--- src/rtl/calo_pkg.sv ---
// Shared calorimeter grid constants, tower record and readout FSM states.
// The tower store is addressed linearly as eta + phi * 2**ETA_BITS.
package calo_pkg;
  localparam int ETA_BITS  = 5;
  localparam int PHI_BITS  = 5;
  localparam int DATA_W    = 8;
  localparam int SUM_W     = 18;
  localparam int GRID_SIZE = 1 << (ETA_BITS + PHI_BITS);

  typedef struct packed {
    logic [ETA_BITS-1:0] eta;
    logic [PHI_BITS-1:0] phi;
    logic [DATA_W-1:0]   et;
    logic [DATA_W-1:0]   e;
  } tower_t;

  typedef enum logic [2:0] {
    S_IDLE = 3'd0,
    S_READ = 3'd1,
    S_WAIT = 3'd2,
    S_EMIT = 3'd3,
    S_DONE = 3'd4
  } state_t;
endpackage

--- src/rtl/grid_addr_ctr.sv ---
// Nested eta/phi address counter: eta is the inner digit, phi the outer.
// last is high while the counter sits on the final cell of the grid.
module grid_addr_ctr #(
  parameter int ETA_BITS = 5,
  parameter int PHI_BITS = 5
) (
  input  logic                clk,
  input  logic                rst,
  input  logic                clear,
  input  logic                inc,
  output logic [ETA_BITS-1:0] eta,
  output logic [PHI_BITS-1:0] phi,
  output logic                last
);
  always_ff @(posedge clk or posedge rst) begin
    if (rst) begin
      eta <= '0;
      phi <= '0;
    end else if (clear) begin
      eta <= '0;
      phi <= '0;
    end else if (inc) begin
      if (&eta) begin
        eta <= '0;
        phi <= phi + 1'b1;
      end else begin
        eta <= eta + 1'b1;
      end
    end
  end

  assign last = (&eta) & (&phi);
endmodule

--- src/rtl/tower_scan.sv ---
// Sweeps the tower store grid, streams towers at/above threshold, and
// publishes scan-wide et sum and maximum tower when the sweep completes.
module tower_scan #(
  parameter int ETA_BITS = calo_pkg::ETA_BITS,
  parameter int PHI_BITS = calo_pkg::PHI_BITS,
  parameter int DATA_W   = calo_pkg::DATA_W,
  parameter int SUM_W    = calo_pkg::SUM_W
) (
  input  logic                clk,
  input  logic                rst,
  input  logic                start,
  input  logic [DATA_W-1:0]   threshold,
  output logic                rd_en,
  output logic [ETA_BITS-1:0] rd_eta,
  output logic [PHI_BITS-1:0] rd_phi,
  input  logic [DATA_W-1:0]   rd_et,
  input  logic [DATA_W-1:0]   rd_e,
  output logic                out_valid,
  input  logic                out_ready,
  output logic [ETA_BITS-1:0] out_eta,
  output logic [PHI_BITS-1:0] out_phi,
  output logic [DATA_W-1:0]   out_et,
  output logic [DATA_W-1:0]   out_e,
  output logic                busy,
  output logic                done,
  output logic [SUM_W-1:0]    sum_et,
  output logic [DATA_W-1:0]   max_et,
  output logic [ETA_BITS-1:0] max_eta,
  output logic [PHI_BITS-1:0] max_phi,
  output logic [2:0]          fsm_state
);
  import calo_pkg::*;

  // Hit stream: a transfer happens on every rising edge with out_valid && out_ready;
  // out_valid and the payload hold steady until that transfer (or reset).
  state_t            state;
  tower_t            cell_q;
  tower_t            max_q;
  logic [DATA_W-1:0] thr_q;
  logic [SUM_W-1:0]  sum_q;
  logic              hit;
  logic              adv;
  logic              last;

  assign hit = (rd_et >= thr_q);
  assign adv = ((state == S_WAIT) && !hit) || ((state == S_EMIT) && out_ready);

  grid_addr_ctr #(
    .ETA_BITS(ETA_BITS),
    .PHI_BITS(PHI_BITS)
  ) u_ctr (
    .clk  (clk),
    .rst  (rst),
    .clear((state == S_IDLE) && start),
    .inc  (adv && !last),
    .eta  (rd_eta),
    .phi  (rd_phi),
    .last (last)
  );

  always_ff @(posedge clk or posedge rst) begin
    if (rst) begin
      state     <= S_IDLE;
      thr_q     <= '0;
      cell_q    <= '0;
      max_q     <= '0;
      sum_q     <= '0;
      rd_en     <= 1'b0;
      out_valid <= 1'b0;
      busy      <= 1'b0;
      done      <= 1'b0;
    end else begin
      rd_en <= 1'b0;
      done  <= 1'b0;
      case (state)
        S_IDLE: begin
          if (start) begin
            thr_q <= threshold;
            sum_q <= '0;
            max_q <= '0;
            rd_en <= 1'b1;
            busy  <= 1'b1;
            state <= S_READ;
          end
        end
        S_READ: state <= S_WAIT;
        S_WAIT: begin
          cell_q <= '{eta: rd_eta, phi: rd_phi, et: rd_et, e: rd_e};
          sum_q  <= sum_q + SUM_W'(rd_et);
          // Strict compare: on ties the earlier tower in scan order wins.
          if (rd_et > max_q.et)
            max_q <= '{eta: rd_eta, phi: rd_phi, et: rd_et, e: rd_e};
          if (hit) begin
            out_valid <= 1'b1;
            state     <= S_EMIT;
          end else if (last) begin
            busy  <= 1'b0;
            done  <= 1'b1;
            state <= S_DONE;
          end else begin
            rd_en <= 1'b1;
            state <= S_READ;
          end
        end
        S_EMIT: begin
          if (out_ready) begin
            out_valid <= 1'b0;
            if (last) begin
              busy  <= 1'b0;
              done  <= 1'b1;
              state <= S_DONE;
            end else begin
              rd_en <= 1'b1;
              state <= S_READ;
            end
          end
        end
        S_DONE:  state <= S_IDLE;
        default: state <= S_IDLE;
      endcase
    end
  end

  assign out_eta   = cell_q.eta;
  assign out_phi   = cell_q.phi;
  assign out_et    = cell_q.et;
  assign out_e     = cell_q.e;
  assign sum_et    = sum_q;
  assign max_et    = max_q.et;
  assign max_eta   = max_q.eta;
  assign max_phi   = max_q.phi;
  assign fsm_state = state;
endmodule

--- config.mk ---
export PLATFORM = sky130hd
export DESIGN_NAME = tower_scan
export DESIGN_NICKNAME = d
export VERILOG_FILES = /design/src/rtl/calo_pkg.sv /design/src/rtl/grid_addr_ctr.sv /design/src/rtl/tower_scan.sv
export SDC_FILE = /design/constraint.sdc
export NUM_CORES = 1
export LEC_CHECK = 0
export ABC_AREA = 1
export CAP_MARGIN = 20
export CORE_ASPECT_RATIO = 0.9
export CORE_MARGIN = 4
export CORE_UTILIZATION = 40
export CTS_CLUSTER_DIAMETER = 150
export CTS_CLUSTER_SIZE = 40
export DETAILED_ROUTE_END_ITERATION = 12
export MAX_ROUTING_LAYER = met4
export PLACE_DENSITY = 0.75
export RECOVER_POWER = 100
export SLEW_MARGIN = 10
export SYNTH_ARGS = -nofsm -noshare
export SYNTH_HDL_FRONTEND = slang
export SYNTH_SLANG_ARGS = --single-unit
--- constraint.sdc ---
create_clock -name clk -period 3.3 [get_ports clk]
set_input_delay 0.33 -clock clk [delete_from_list [all_inputs] [get_ports clk]]
set_output_delay 0.33 -clock clk [all_outputs]
set_load 0.05 [all_outputs]
==> out/metrics.yaml, run 1 <==
synth.area.top_cells: "sky130_fd_sc_hd__dfrtp_1, sky130_fd_sc_hd__nand2_1, sky130_fd_sc_hd__ha_1, sky130_fd_sc_hd__inv_1, sky130_fd_sc_hd__nand3_1"
setup_repair_after_global_routing_missed_its_margin: "false"
cp-start-kind: "flop"
post_synth_most_frequent_cells: "sky130_fd_sc_hd__nand2_1, sky130_fd_sc_hd__dfrtp_1, sky130_fd_sc_hd__inv_1, sky130_fd_sc_hd__nand3_1, sky130_fd_sc_hd__ha_1"
tightestPinTransition_ns: 1.59
status: "finished with violations"
post_route_cells_drive_above_1_share_pct: 4.01
peak_supply_drop_mv: 0.692
fin_total_pwr_uw: 5750
post_layout_nonfiller_instances: 800
comb_power_share_pct: 52.3
maxCapViolations: 1
post_detailed_route_drc_marker_count: 0
power_leakage_uw: 0.00308
grt-ovfl-total: 0
period_share_pct: 81.6
htree_num_levels: 3
wl_per_cell_um: 14.9
synth-warning-count: 0
endpoint_kind: "flop"
firstDrtPassIters: 5
synth_compound_gate_area_share_pct: 9.46
nNetsFinal: 700
tritoncts.num_buffers: 9
post_synth_fa_ha_maj_area_fraction_pct: 8.26
first_iter_violations: 243
power.internal_uw: 2930
yosys.cell_count.top_type: "sky130_fd_sc_hd__nand2_1"
arrival_ns: 2.96
clock_sink_count: 87
r2r_slack_ns: 0.61
insertedDiodeCount: 0
fillers: 1033
hold_buffers: 0
routed-via-count: 3986
io_buffer_count: 106
synth-simple-area-share_pct: 26.3
peak_clock_frequency_supported_by_timing_ghz: 0.371
clk_path_buf_depth: 2
die_area_mm2: 0.0130
post-dp-hpwl_mm: 8.46
die_width_um: 120
synth_area_mm2: 0.00448
cp-startpoint: "fsm_state[2]"
grt.total_usage_pct: 19.7
worst_ep_required_time_ns: 3.57
synth.lib_cells_used.distinct: 38
fin_hold_ws_ns: 0.478
synth_top_family_by_area: "simple AND/OR/NAND/NOR gates"
grt_start_max_net_pins: 55
synthMuxAreaShare_pct: 0
first_pass_grt_wire_length_mm: 20.0
failing_checks: "capacitance limit, slew limit"
clk_transition_reported_paths_ns: 0.07
power.sequential.fraction_pct: 28.5
synth-edff-count: 0
hold_violations: 0
ant_nets: 0
hold_path.startpoint: "busy"
setup-violations-final: 0
netSwitchingFraction_pct: 49.0
crit_fanout: 37
synth_area_per_cell_um2: 8.33
reg2regPathDepth: 8
num_io_pins: 107
core-area_mm2: 0.0109
synth_xor_xnor_area_share_pct: 0.195
gpl.final_weighted_congestion: 0.845
synth_top_flop_cell: "sky130_fd_sc_hd__dfrtp_1"
hold-path-cell-count: 2
capture_point_of_the_worst_path: "fsm_state[0]"
reg2reg_from: "fsm_state[2]"
slew-limit-headroom_pct: -6.30
vias_per_cell: 4.98
cts-root-buf: "sky130_fd_sc_hd__clkbuf_16"
timing_worst_setup_path_type: "flop to flop"
worst_hold_path_type: "flop to flop"
drt_wl_total_mm: 11.9
postCtsSetupRepairBufs: 0
yosys_register_bits: 87
synth_top_cell_area_share_pct: 48.6
num_rows: 36
syn_inst: 538
power_switching_uw: 2820
fin_tns_setup_ns: 0
clock_insertion_delay_worst_skew_ns: 0.34
cts_resized: 0
synth_largest_area_cell: "sky130_fd_sc_hd__dfrtp_1"
synth_to_layout_area_growth_pct: 32.6
powerDensity_mw_per_mm2: 967
timing_max_transition_violations_final: 34
asyncSetResetFlopFracSynth_pct: 100
seq_area_frac_synth_pct: 48.6
clkPwrFrac_pct: 19.2
tritoncts: "done"
finClkSkew_ns: 0.0101
grt_pass1_vias: 3995
placed_cells: 784
nets_in_the_synthesized_netlist: 595
initial_core_util_pct: 41.1
fin_crit_ns: 2.69
antenna_found_initial: 0
die-height_um: 108
regToRegEndpoint: "fsm_state[0]"
[layer usage]
metal  share of wire, %  routed length [um]  GRT usage, %  vias up
met5                  0                   0             -        -
li1                   -                   -             -     1952
met3                6.2                 731          4.45       17
met4                1.4                 164          5.89        0
met2                 46                5510          30.8      144
met1                 46                5480          26.0     1873
[state kept, by name, summed over array words and instances, names as in the netlist, 8 cells and up]
register,count
thr_q,8
sum_et,18
out_et,8
out_e,8
max_et,8
[worst min-delay path by stage]
stage / end / slack (ns)
5_1_grt: out_e[6] / 0.49
2_1_floorplan: out_e[0] / 0.44
6_report: busy / 0.48
4_1_cts: sum_et[17] / 0.39
3_3_place_gp: thr_q[0] / 0.46
3_5_place_dp: busy / 0.46
[metrics by stage]
step	utilization [%]	worst slack, ns	instance area (um^2)
final	54.5	0.608	5950
after global routing	54.5	0.381	5950
after CTS	55.0	0.931	5990
after detailed placement	52.0	0.627	5670
after global placement	52.0	0.810	5670
after floorplan	-	0.720	4480
[cells in the final DEF (no fill, tap or decap), types with 3 or more instances in the layout]
master,synthesis,layout
sky130_fd_sc_hd__dlygate4sd3_1,0,82
sky130_fd_sc_hd__nand2_1,181,183
sky130_fd_sc_hd__clkdlybuf4s50_1,0,24
sky130_fd_sc_hd__o21ai_0,26,48
sky130_fd_sc_hd__dfrtp_1,87,87
sky130_fd_sc_hd__clkbuf_16,0,9
sky130_fd_sc_hd__o21a_1,3,3
sky130_fd_sc_hd__nor3b_1,3,3
sky130_fd_sc_hd__a21oi_1,19,19
sky130_fd_sc_hd__inv_1,58,58
sky130_fd_sc_hd__nand4_1,10,10
sky130_fd_sc_hd__nor2_1,21,23
sky130_fd_sc_hd__ha_1,28,28
sky130_fd_sc_hd__nand3_1,41,42
[layout make-up]
cell class / count / area [um^2] / area share, %
multi-input cells: 377 / 1940 / 32.6
well taps: 152 / 190 / 3.20
clock inverters: 7 / 97.6 / 1.64
repair buffers: 108 / 1090 / 18.3
flip-flops and latches: 87 / 2180 / 36.6
clock buffers: 9 / 225 / 3.79
inverters: 60 / 229 / 3.85
[cells by family (layout without fill, tap and decap cells)]
family	count (synthesis)	in the layout
AO/OA/AOI/OAI	76	76
XOR/XNOR	1	1
adder cells (fa/ha/maj)	29	29
buffers and inverters	74	184
flip-flops	87	87
AND/OR/NAND/NOR	271	271
[worst max-delay path, cell delays in order (launching register included)]
cell and delay (ns):
sky130_fd_sc_hd__dfrtp_1 0.42, sky130_fd_sc_hd__nor2_1 0.30, sky130_fd_sc_hd__nand2_4 0.34, sky130_fd_sc_hd__inv_1 0.47, sky130_fd_sc_hd__clkbuf_2 0.61, sky130_fd_sc_hd__nand2_1 0.22, sky130_fd_sc_hd__nand3_1 0.12, sky130_fd_sc_hd__nand3_1 0.07
sky130_fd_sc_hd__nand2_1 0.06
[power groups by stage]
| stage | registers, uW | clock network, uW | logic [uW] |
|---|---|---|---|
| 2_1_floorplan | 2640 | 0 | 1220 |
| 3_3_place_gp | 1660 | 0 | 3090 |
| 3_5_place_dp | 1670 | 0 | 3170 |
| 4_1_cts | 1660 | 1120 | 3180 |
| 5_1_grt | 1690 | 1170 | 3280 |
| 6_report | 1640 | 1100 | 3010 |
Note: power is estimated with default switching activity, not from simulation.
==> run 2, diff against run 1 <==
--- a/config.mk
+++ b/config.mk
@@ -14,7 +14,7 @@
 export CTS_CLUSTER_SIZE = 40
 export DETAILED_ROUTE_END_ITERATION = 12
 export MAX_ROUTING_LAYER = met4
-export PLACE_DENSITY = 0.75
+export PLACE_DENSITY = 0.77
 export RECOVER_POWER = 100
 export SLEW_MARGIN = 10
 export SYNTH_ARGS = -nofsm -noshare
==> constraint.sdc (replaced) <==
create_clock -name clk -period 2.4 [get_ports clk]
set_input_delay 0.24 -clock clk [delete_from_list [all_inputs] [get_ports clk]]
set_output_delay 0.24 -clock clk [all_outputs]
set_load 0.05 [all_outputs]
==> out/metrics.yaml, run 2 (synthesis results as in run 1) <==
r2r_slack_ns: 0.31
vias_per_cell: 4.96
largest_register_ffs: 18
finClkSkew_ns: 0.00650
core-area_mm2: 0.0109
arrival_ns: 2.36
initial_core_util_pct: 41.1
num_io_pins: 107
peak_clock_frequency_supported_by_timing_ghz: 0.468
io_buffer_count: 106
timing_max_transition_violations_final: 0
postCtsSetupRepairBufs: 0
antenna_found_initial: 0
power_leakage_uw: 0.00312
post-dp-hpwl_mm: 8.56
tritoncts.num_buffers: 9
peak_supply_drop_mv: 1.03
fin_tns_setup_ns: 0
synth_to_layout_area_growth_pct: 34.2
period_share_pct: 89.1
ant_nets: 0
slew-limit-headroom_pct: 23.0
tightestPinTransition_ns: 1.15
mostFrequentLayoutCell: "sky130_fd_sc_hd__nand2_1"
worst_ep_required_time_ns: 2.62
seqCellArea_mm2: 0.00218
htree_num_levels: 3
timing_worst_setup_path_type: "input pin to flop"
clk_path_buf_depth: 2
first_iter_violations: 322
powerDensity_mw_per_mm2: 1330
area_of_combinational_cells_with_multiple_inputs_mm2: 0.00197
worst_hold_path_type: "input pin to flop"
wl_per_cell_um: 14.6
fin_crit_ns: 2.14
nNetsFinal: 707
post_layout_nonfiller_instances: 807
hold_buffers: 0
die_width_um: 120
clock_sink_count: 87
clock_insertion_delay_worst_skew_ns: 0.34
placed_cells: 791
cp-start-kind: "input pin"
crit_fanout: 6
fillers: 987
layout.cells.most_common_list: "sky130_fd_sc_hd__nand2_1, sky130_fd_sc_hd__dfrtp_1, sky130_fd_sc_hd__dlygate4sd3_1"
setup_repair_after_global_routing_missed_its_margin: "false"
post_detailed_route_drc_marker_count: 0
tritoncts: "done"
setup-violations-final: 0
die_area_mm2: 0.0130
hold_violations: 0
first_pass_grt_wire_length_mm: 19.7
die-height_um: 108
gpl.final_weighted_congestion: 0.873
clk_transition_reported_paths_ns: 0.06
maxCapViolations: 0
reg2regPathDepth: 10
hold-path-cell-count: 3
drt_wl_total_mm: 11.8
grt_pass1_vias: 3985
grt.total_usage_pct: 19.6
grt_start_max_net_pins: 37
insertedDiodeCount: 0
cts_resized: 0
grt-ovfl-total: 0
cts-root-buf: "sky130_fd_sc_hd__clkbuf_16"
status: "complete, no violations"
post_route_cells_drive_above_1_share_pct: 5.50
endpoint_kind: "flop"
firstDrtPassIters: 5
routed-via-count: 4006
finish.utilization_pct: 55.2
num_rows: 36
-- run 2: layer usage --
metal,track usage (%),up-vias,share of wire [%]
met5,-,-,0
met3,5.70,12,6.4
met4,5.15,0,0.88
met1,24.6,1881,45
met2,31.4,147,47
li1,-,1966,-
-- run 2: final cells by class --
type                            count  area share (%)
Sequential cell                    87            36.2
Multi-Input combinational cell    377            32.7
Timing Repair Buffer              115            19.0
Clock buffer                       12            3.93
Inverter                           60            3.81
Tap cell                          152            3.16
Clock inverter                      4            1.16
-- run 2: critical path, cell delays in order --
cell                              delay [ns]
sky130_fd_sc_hd__clkdlybuf4s50_1        0.55
sky130_fd_sc_hd__ha_1                   0.20
sky130_fd_sc_hd__inv_1                  0.08
sky130_fd_sc_hd__fa_1                   0.39
sky130_fd_sc_hd__nor2_1                 0.15
sky130_fd_sc_hd__a21oi_1                0.11
sky130_fd_sc_hd__o21ai_2                0.15
sky130_fd_sc_hd__nand2_1                0.10
sky130_fd_sc_hd__nor2_4                 0.14
sky130_fd_sc_hd__nand3_1                0.08
sky130_fd_sc_hd__and2_0                 0.16
-- run 2: power breakdown --
part | internal [uW] | leakage [uW] | switching, uW
Sequential | 1940 | 0.00114 | 325
Clock | 910 | 0.000151 | 561
Combinational | 1240 | 0.00183 | 2990
-- run 2: final timing paths --
check	from	end
max	rd_et[0]	sum_et[16]
min	rd_e[5]	out_e[5]
max reg2reg	sum_et[0]	sum_et[16]
min reg2reg	out_et[4]	out_et[4]
max in group asynchronous	rst	out_e[2]
min in group asynchronous	rst	out_eta[2]
-- run 2: through the flow --
step	total power (uW)	hold WS, ns	instance area, um^2	setup slack (ns)
after global placement	6600	0.457	5750	0.0352
final	7980	0.439	6020	0.262
after floorplan	5310	0.350	4490	0.151
after global routing	8510	0.438	6020	0.104
after CTS	8240	0.330	6060	0.300
after detailed placement	6730	0.467	5750	-0.0607
==> run 3, diff against run 2 <==
--- a/config.mk
+++ b/config.mk
@@ -8,7 +8,7 @@
 export ABC_AREA = 1
 export CAP_MARGIN = 20
 export CORE_ASPECT_RATIO = 0.9
-export CORE_MARGIN = 4
+export CORE_MARGIN = 2
 export CORE_UTILIZATION = 40
 export CTS_CLUSTER_DIAMETER = 150
 export CTS_CLUSTER_SIZE = 40
==> out/metrics.yaml, run 3 (synthesis results as in run 1) <==
netSwitchingFraction_pct: 49.4
grt-ovfl-total: 0
cts_resized: 0
synth_to_layout_area_growth_pct: 33.0
grt.total_usage_pct: 20.9
first_iter_violations: 307
initial_core_util_pct: 41.3
timing_worst_setup_path_type: "flop to flop"
tightestPinTransition_ns: 1.18
antenna_found_initial: 0
maxCapViolations: 0
worst_hold_path_type: "input pin to flop"
post-dp-hpwl_mm: 8.28
gpl.final_weighted_congestion: 0.875
tritoncts: "done"
cp_slowest_stage_delay_ns: 0.43
insertedDiodeCount: 0
cp_common_cell: "sky130_fd_sc_hd__nand2_1"
io_buffer_count: 106
fillers: 984
nNetsFinal: 706
worst_ep_required_time_ns: 2.63
timing_max_transition_violations_final: 0
drt_wl_total_mm: 11.6
postCtsSetupRepairBufs: 0
clk_transition_reported_paths_ns: 0.07
routed-via-count: 3994
setup_repair_after_global_routing_missed_its_margin: "false"
tritoncts.num_buffers: 9
clkPwrFrac_pct: 17.6
largest_register_ffs: 18
crit_fanout: 36
power_leakage_uw: 0.00309
die_width_um: 116
first_pass_grt_wire_length_mm: 19.5
mostFrequentLayoutCell: "sky130_fd_sc_hd__nand2_1"
num_io_pins: 107
firstDrtPassIters: 6
arrival_ns: 2.33
area_of_combinational_cells_with_multiple_inputs_mm2: 0.00197
core-area_mm2: 0.0109
die_area_mm2: 0.0121
peak_supply_drop_mv: 0.777
power_switching_uw: 3870
grt_pass1_vias: 4077
seqCellArea_mm2: 0.00218
layout.cells.most_common_list: "sky130_fd_sc_hd__nand2_1, sky130_fd_sc_hd__dfrtp_1, sky130_fd_sc_hd__dlygate4sd3_1"
post_detailed_route_drc_marker_count: 0
power.sequential.fraction_pct: 28.9
period_share_pct: 87.2
post_route_cells_drive_above_1_share_pct: 5.21
status: "complete, no violations"
critPathSlowestCell: "sky130_fd_sc_hd__dfrtp_1"
finClkSkew_ns: 0.0120
cts-root-buf: "sky130_fd_sc_hd__clkbuf_16"
num_rows: 36
clock_sink_count: 87
vias_per_cell: 4.96
clk_path_buf_depth: 2
comb_power_share_pct: 53.5
worstPathBufferInverterCount: 1
fin_crit_ns: 2.09
post_layout_nonfiller_instances: 805
cp-start-kind: "flop"
path_delay_family: "simple AND/OR/NAND/NOR gates"
ant_nets: 0
wl_per_cell_um: 14.4
die-height_um: 104
slew-limit-headroom_pct: 21.1
timing.critical_path.cells: "nor2_1, nand2_1, nor2_8, inv_4, nand3_2, nand2_2, nand2_1, nand2_1"
grt_start_max_net_pins: 88
power.internal_uw: 3960
setup-violations-final: 0
peak_clock_frequency_supported_by_timing_ghz: 0.478
endpoint_kind: "flop"
htree_num_levels: 3
powerDensity_mw_per_mm2: 1310
hold_buffers: 0
hold_violations: 0
fin_tns_setup_ns: 0
clock_insertion_delay_worst_skew_ns: 0.35
placed_cells: 790
## run 3: cell count changes in the layout (fill, tap and decap cells not counted), moves of 2 or more
cell                         delta
sky130_fd_sc_hd__clkinvlp_4     +2
sky130_fd_sc_hd__buf_12         -2
sky130_fd_sc_hd__o21ai_0        -2
sky130_fd_sc_hd__clkbuf_2       -3
sky130_fd_sc_hd__o21ai_1        +2
## run 3: per-stage QoR
step	total power (uW)	cell area, um^2	setup WS [ns]	utilization [%]	hold slack [ns]
floorplan	5310	4490	0.151	-	0.350
global placement	6590	5730	0.0378	52.8	0.458
detailed placement	6710	5730	-0.0365	52.8	0.466
CTS	8120	6010	0.300	55.4	0.406
global route	8380	5960	0.0630	54.9	0.432
finish	7830	5960	0.306	54.9	0.423
## run 3: final cells by class
| class | instances | area share [%] |
|---|---|---|
| clock buffers | 11 | 3.90 |
| multi-input cells | 377 | 33.0 |
| well taps | 152 | 3.19 |
| inverters | 60 | 3.88 |
| clock inverters | 4 | 0.797 |
| repair buffers | 114 | 18.7 |
| flip-flops and latches | 87 | 36.5 |
## run 3: final timing paths
kind	startpoint	to	slack, ns	cells past startpoint
worst max-delay path	fsm_state[2]	u_ctr.phi[2]	0.31	8
worst min-delay path	rd_e[4]	out_e[4]	0.42	3
worst max register to register	fsm_state[2]	u_ctr.phi[2]	0.31	8
worst min register to register	out_phi[1]	out_phi[1]	0.47	2
max in group asynchronous	rst	out_et[4]	0.84	3
min in group asynchronous	rst	out_eta[2]	0.81	3
## run 3: power by group through the flow
stage / logic (uW) / clock network, uW / registers (uW)
detailed placement: 4410 / 0 / 2310
floorplan: 1680 / 0 / 3630
CTS: 4420 / 1400 / 2290
global route: 4580 / 1470 / 2330
global placement: 4300 / 0 / 2290
finish: 4190 / 1380 / 2270
## run 3: metal layers
metal / vias to the layer above / global-route usage, % / wire [um]
met5: - / - / 0
met4: 0 / 6.71 / 153
met3: 18 / 5.24 / 753
met2: 138 / 33.2 / 5520
met1: 1878 / 26.3 / 5180
li1: 1960 / - / -
## run 3: worst min-delay path: stages
cell and delay (ns):
sky130_fd_sc_hd__clkdlybuf4s50_1 0.39, sky130_fd_sc_hd__nand2_1 0.06, sky130_fd_sc_hd__nand2_1 0.04
